### src/rtl/mem_arbiter.sv
// rtl/mem_arbiter.sv - round-robin arbiter sharing one memory port between IFU and LSU
// One outstanding transaction at a time; request routed to memory, response routed back to its owner.
module mem_arbiter #(
  parameter int ADDR_W = 32,
  parameter int DATA_W = 32
) (
  input  logic                clk,
  input  logic                rst,

  input  logic                ifu_req_valid,
  output logic                ifu_req_ready,
  input  logic [ADDR_W-1:0]   ifu_req_addr,
  output logic                ifu_resp_valid,
  input  logic                ifu_resp_ready,
  output logic [DATA_W-1:0]   ifu_resp_rdata,

  input  logic                lsu_req_valid,
  output logic                lsu_req_ready,
  input  logic [ADDR_W-1:0]   lsu_req_addr,
  input  logic                lsu_req_wen,
  input  logic [DATA_W-1:0]   lsu_req_wdata,
  input  logic [DATA_W/8-1:0] lsu_req_wmask,
  output logic                lsu_resp_valid,
  input  logic                lsu_resp_ready,
  output logic [DATA_W-1:0]   lsu_resp_rdata,

  output logic                mem_req_valid,
  input  logic                mem_req_ready,
  output logic [ADDR_W-1:0]   mem_req_addr,
  output logic                mem_req_wen,
  output logic [DATA_W-1:0]   mem_req_wdata,
  output logic [DATA_W/8-1:0] mem_req_wmask,
  input  logic                mem_resp_valid,
  output logic                mem_resp_ready,
  input  logic [DATA_W-1:0]   mem_resp_rdata
);

  localparam logic MASTER_IFU = 1'b0;
  localparam logic MASTER_LSU = 1'b1;

  typedef enum logic [1:0] {
    S_IDLE = 2'd0,
    S_REQ  = 2'd1,
    S_RESP = 2'd2
  } state_t;

  state_t state, state_next;
  logic   grant, grant_next;
  logic   last, last_next;

  always_ff @(posedge clk or negedge rst) begin
    if (!rst) begin
      state <= S_IDLE;
      grant <= MASTER_IFU;
      last  <= MASTER_IFU;
    end else begin
      state <= state_next;
      grant <= grant_next;
      last  <= last_next;
    end
  end

  always_comb begin
    state_next     = state;
    grant_next     = grant;
    last_next      = last;
    ifu_req_ready  = 1'b0;
    ifu_resp_valid = 1'b0;
    ifu_resp_rdata = '0;
    lsu_req_ready  = 1'b0;
    lsu_resp_valid = 1'b0;
    lsu_resp_rdata = '0;
    mem_req_valid  = 1'b0;
    mem_req_addr   = '0;
    mem_req_wen    = 1'b0;
    mem_req_wdata  = '0;
    mem_req_wmask  = '0;
    mem_resp_ready = 1'b0;

    case (state)
      S_IDLE: begin
        if (ifu_req_valid || lsu_req_valid) begin
          state_next = S_REQ;
          // On a tie the master not served last wins; last resets to IFU so LSU takes the first tie.
          if (ifu_req_valid && lsu_req_valid) grant_next = ~last;
          else                                grant_next = lsu_req_valid;
        end
      end

      S_REQ: begin
        if (grant == MASTER_LSU) begin
          mem_req_valid = lsu_req_valid;
          mem_req_addr  = lsu_req_addr;
          mem_req_wen   = lsu_req_wen;
          mem_req_wdata = lsu_req_wdata;
          mem_req_wmask = lsu_req_wmask;
          lsu_req_ready = mem_req_ready;
        end else begin
          mem_req_valid = ifu_req_valid;
          mem_req_addr  = ifu_req_addr;
          ifu_req_ready = mem_req_ready;
        end
        if (mem_req_valid && mem_req_ready) state_next = S_RESP;
      end

      S_RESP: begin
        if (grant == MASTER_LSU) begin
          lsu_resp_valid = mem_resp_valid;
          lsu_resp_rdata = mem_resp_rdata;
          mem_resp_ready = lsu_resp_ready;
        end else begin
          ifu_resp_valid = mem_resp_valid;
          ifu_resp_rdata = mem_resp_rdata;
          mem_resp_ready = ifu_resp_ready;
        end
        if (mem_resp_valid && mem_resp_ready) begin
          last_next  = grant;
          state_next = S_IDLE;
        end
      end

      default: state_next = S_IDLE;
    endcase
  end

  // Granted master must keep its request asserted and stable until memory accepts it.
  a_req_held: assert property (@(posedge clk) disable iff (!rst)
    (state == S_REQ) |-> (grant ? lsu_req_valid : ifu_req_valid));

  a_req_stable: assert property (@(posedge clk) disable iff (!rst)
    (state == S_REQ && !mem_req_ready) |=>
      $stable({mem_req_addr, mem_req_wen, mem_req_wdata, mem_req_wmask}));

endmodule

### config.mk
export PLATFORM = sky130hd
export DESIGN_NAME = mem_arbiter
export DESIGN_NICKNAME = d
export VERILOG_FILES = /design/src/rtl/mem_arbiter.sv
export SDC_FILE = /design/constraint.sdc
export NUM_CORES = 1
export LEC_CHECK = 0
export ABC_AREA = 0
export CORE_AREA = 2 2 107 109
export DETAILED_ROUTE_END_ITERATION = 10
export DIE_AREA = 0 0 109 111
export SKIP_CTS_REPAIR_TIMING = 1
export SLEW_MARGIN = 15
export SYNTH_ARGS = -nofsm -noshare
export SYNTH_HDL_FRONTEND = slang
export SYNTH_SLANG_ARGS = --single-unit
### constraint.sdc
create_clock -name clk -period 1.4 [get_ports clk]
set_input_delay 0.28 -clock clk [delete_from_list [all_inputs] [get_ports clk]]
set_output_delay 0.28 -clock clk [all_outputs]
set_load 0.02 [all_outputs]
; ---- After elaboration in Yosys (flattened, before gate mapping)
; Cells that the tools add are included.
; Widths: inputs -> output; s select.
[totals]
reg_bits = 4
output_inout_bits = 139
[classes]
n_eq_ne = 5
n_mux = 31
bitwise_logic = 1
reduce_logical = 8
[op_table]
columns = operator, n
row1 = $mux 32, 8
row2 = $mux 1, 17
row3 = $mux 4, 2
row4 = $mux 2, 3
row5 = $ne 2x2->1 const B, 3
row6 = $pmux 2 s3, 1
row7 = $reduce_and 2->1, 2
row8 = $logic_and 1x1->1, 3
row9 = $reduce_and 3->1, 1
row10 = $eq 2x1->1 const B, 1
row11 = $eq 2x2->1 const B, 1
row12 = $logic_not 2->1, 1
row13 = $logic_or 1x1->1, 1
row14 = $not 1->1, 1

; ---- Depth between registers and ports, before layout
[depth]
depth_word = 5
depth_mapped = 5
ltp_nobuf = 3

; ---- Least setup slack after synthesis
; No wires, ideal clock.
[synth_timing]
kind = register to output
from = register grant
to = output port mem_req_addr[10]
arrival_time_ps = 1269
required_time_ps = 1120
setup_slack_ps = -149
path_stages_with_launch = 5
path_buffers = 2
cell_sequence = dfrtp_1 > buf_4 > nor3b_2 > buf_2 > a22o_1
[synth_via]
elab_chain_len = 2
[synth_lines]
columns = element, line
row1 = start: declaration, 48  ; logic grant, grant_next;
row2 = start signal: assignment, 58  ; grant <= grant_next;
row3 = $mux 32, 91  ; if (grant == MASTER_LSU) begin
row4 = $mux 32, 80  ; case (state)
row5 = end: declaration, 29  ; output logic [ADDR_W-1:0] mem_req_addr,
; No other way between the ends.

; ---- Worst setup path after layout
[layout_timing]
from = register grant
to = output port mem_req_addr[27]
; The elaborated chain is that of the path after synthesis.

==> results <==
power by group:
group	internal, mW	total, mW	switching [mW]
Clock	0.377	0.470	0.0931
Sequential	0.173	0.241	0.0681
Combinational	4.69	8.22	3.53
Total	5.24	8.93	3.69
metrics by stage:
step                      area, um2  setup slack (ps)  cells  hold slack [ps]  setup TNS, ps
after global placement         4785            -732.0    603            498.5         -85740
final                          5169            -465.4    624            265.4         -51360
after global routing           5169            -515.9    624            283.4         -59220
after floorplan                1733            -91.90    178           -15.59          -8697
after detailed placement       4785            -770.6    603            496.9         -88320
after CTS                      4863             -1024    607            269.8        -122240
per-layer routing:
metal | wire (um) | up-vias | global-route usage [%]
met3 | 1328 | 11 | 5.526
li1 | - | 1210 | -
met2 | 5484 | 166 | 25.67
met4 | 142 | 0 | 3.162
met1 | 3047 | 1164 | 11.34
met5 | 0 | - | 0
cell usage after synthesis:
| master | number |
|---|---|
| nor2_1 | 3 |
| clkbuf_1 | 3 |
| nor3_1 | 1 |
| a22o_1 | 32 |
| dfrtp_1 | 4 |
| clkbuf_2 | 7 |
| mux2i_1 | 1 |
| and3b_1 | 1 |
| a311oi_1 | 1 |
| nor2b_1 | 1 |
| inv_2 | 1 |
| nor2_2 | 1 |
| o2bb2ai_1 | 1 |
| buf_4 | 1 |
| and2_1 | 105 |
| a32o_1 | 1 |
| nor3b_1 | 1 |
| nand2b_2 | 1 |
| mux2_2 | 2 |
| nor3b_2 | 1 |
| buf_2 | 6 |
| nor3b_4 | 1 |
| nand2_1 | 2 |
final cells by class:
type / instances / share of cell area, %
Tap cell: 143 / 3.462
Clock buffer: 4 / 1.525
Multi-Input combinational cell: 156 / 30.36
Timing Repair Buffer: 316 / 62.62
Inverter: 1 / 0.07262
Sequential cell: 4 / 1.961
path summary, 6_finish.rpt:
kind                                        start              endpoint  slack [ps]  cells after the start
worst max-delay path            grant$_DFFE_PN0P_      mem_req_addr[27]        -470                      6
worst min-delay path                          rst     grant$_DFFE_PN0P_         270                      1
worst max register to register  grant$_DFFE_PN0P_      last$_DFFE_PN0P_        -120                      5
worst min register to register   last$_DFFE_PN0P_      last$_DFFE_PN0P_         500                      1
max in group asynchronous                     rst  state[1]$_DFFE_PN0P_         940                      1
min in group clk                 last$_DFFE_PN0P_      last$_DFFE_PN0P_         500                      1
sequential cells by signal (all words and copies together), names as in the netlist:
name,flops
grant,1
last,1
state,2
cell families (layout without fill, tap and decap cells):
| logic type | after synthesis | after routing | share of synthesized area (%) |
|---|---|---|---|
| and+or+nand+nor | 118 | 118 | 58.67 |
| AOI/OAI and AO/OA | 35 | 35 | 24.09 |
| buffers and inverters | 18 | 321 | 6.856 |
| DFF | 4 | 4 | 7.836 |
| muxes | 3 | 3 | 2.546 |
==> results.cfg <==
[logic_synthesis]
yosysUniqueCellTypes = 23
synth_top_area_cell = and2_1
syn_area_um2 = 1277
netlist_top_cells_area = and2_1, a22o_1, dfrtp_1
yosysTopAreaCellShare_pct = 51.42
synth_seq_cells = 4
synth_cells = 178
synthesis.nets = 319
yosysWarnings = 0
synth-seq-area-share_pct = 7.835
syn_avg_cell_area_um2 = 7.177

[setup_path]
path_class = flop to output pin
cp_slowest_cell = dfrtp_1
crit_family = buffers and inverters
crit_path_max_fanout = 8
path_buf_inv = 4
crit_path_frequent_cell = buf_6
cp.required_ps = 1120
max_stage_delay_ps = 400
worstSetupEndpointType = output pin
critPathArrivalTime_ps = 1590
cp_cell_sequence = buf_6 -> nor3b_4 -> buf_6 -> clkbuf_16 -> a22o_4 -> buf_6
start_kind = flop

[route]
first_pass_iters = 4
drt-wirelength-per-cell_um = 16.03
drt_iter0_drc = 92
postRouteAntennaNets = 0
drt_wl_total_um = 10000
avgViaCountPerCell = 4.088
vias = 2551
drc = 0

[global_route]
antenna_found_initial = 0
grt_pass1_wl_um = 12350
grt_use_total_pct = 12.86
grt_pass1_vias = 2399
grt_max_degree = 38
globalRouteOverflowTotal = 0

[layout]
antennaDiodeCount = 0
post-route-util_pct = 46.66
fillers = 1066
areaGrowthSynthToFinish_pct = 304.6
nets = 623
final_common_cell = clkdlybuf4s50_1
layout_common_cells = clkdlybuf4s50_1, buf_6, and2_2, buf_4, and2_4
layout-drive-gt1-share_pct = 66.53
register_area_um2 = 101.3
multi_input_area_um2 = 1569

[power_and_ir_drop]
p_leak_nw = 2.462
power_mw = 8.932
p_per_area_nw_per_um2 = 1728
ir_worst_vdd_uv = 1401

[die]
rows = 39
coreArea_um2 = 11080
fp.dieW_um = 109
dieArea_um2 = 12100
die_h_um = 111
io_pins = 280
start_util_pct = 11.53

[placed_design]
place_hpwl_um = 7463
port_buffers = 279
place.gp.congestion = 0.7961

[timing]
clock_skew_ps = 3.451
finalSetupViolCount = 141
slew_violations = 0
worst_pin_slew_ps = 247.3
max_freq_mhz = 536.1
timing.final.crit_period_ps = 1865
finalHoldViolations = 0
min_period_over_period_pct = 133.2
worst_slack_ps = -465.4
rsz0062_at_grt = yes
maxSlewHeadroom_pct = 83.49

[clock_network]
cts_buffer_depth = 2
cts.sinks = 4
numCtsBuffers = 3
insertion_delay_ps = 230
clock-root-buffer = clkbuf_16
htreeDepth = 1
tritoncts = yes
clk_pin_slew_ps = 30

[status]
violations = setup timing
outcome = finished with violations

[min_path]
hold_class = input port to async pin

[flow_run]
max_cap_viol_count = 0
Power figures use the tool's default switching activity.
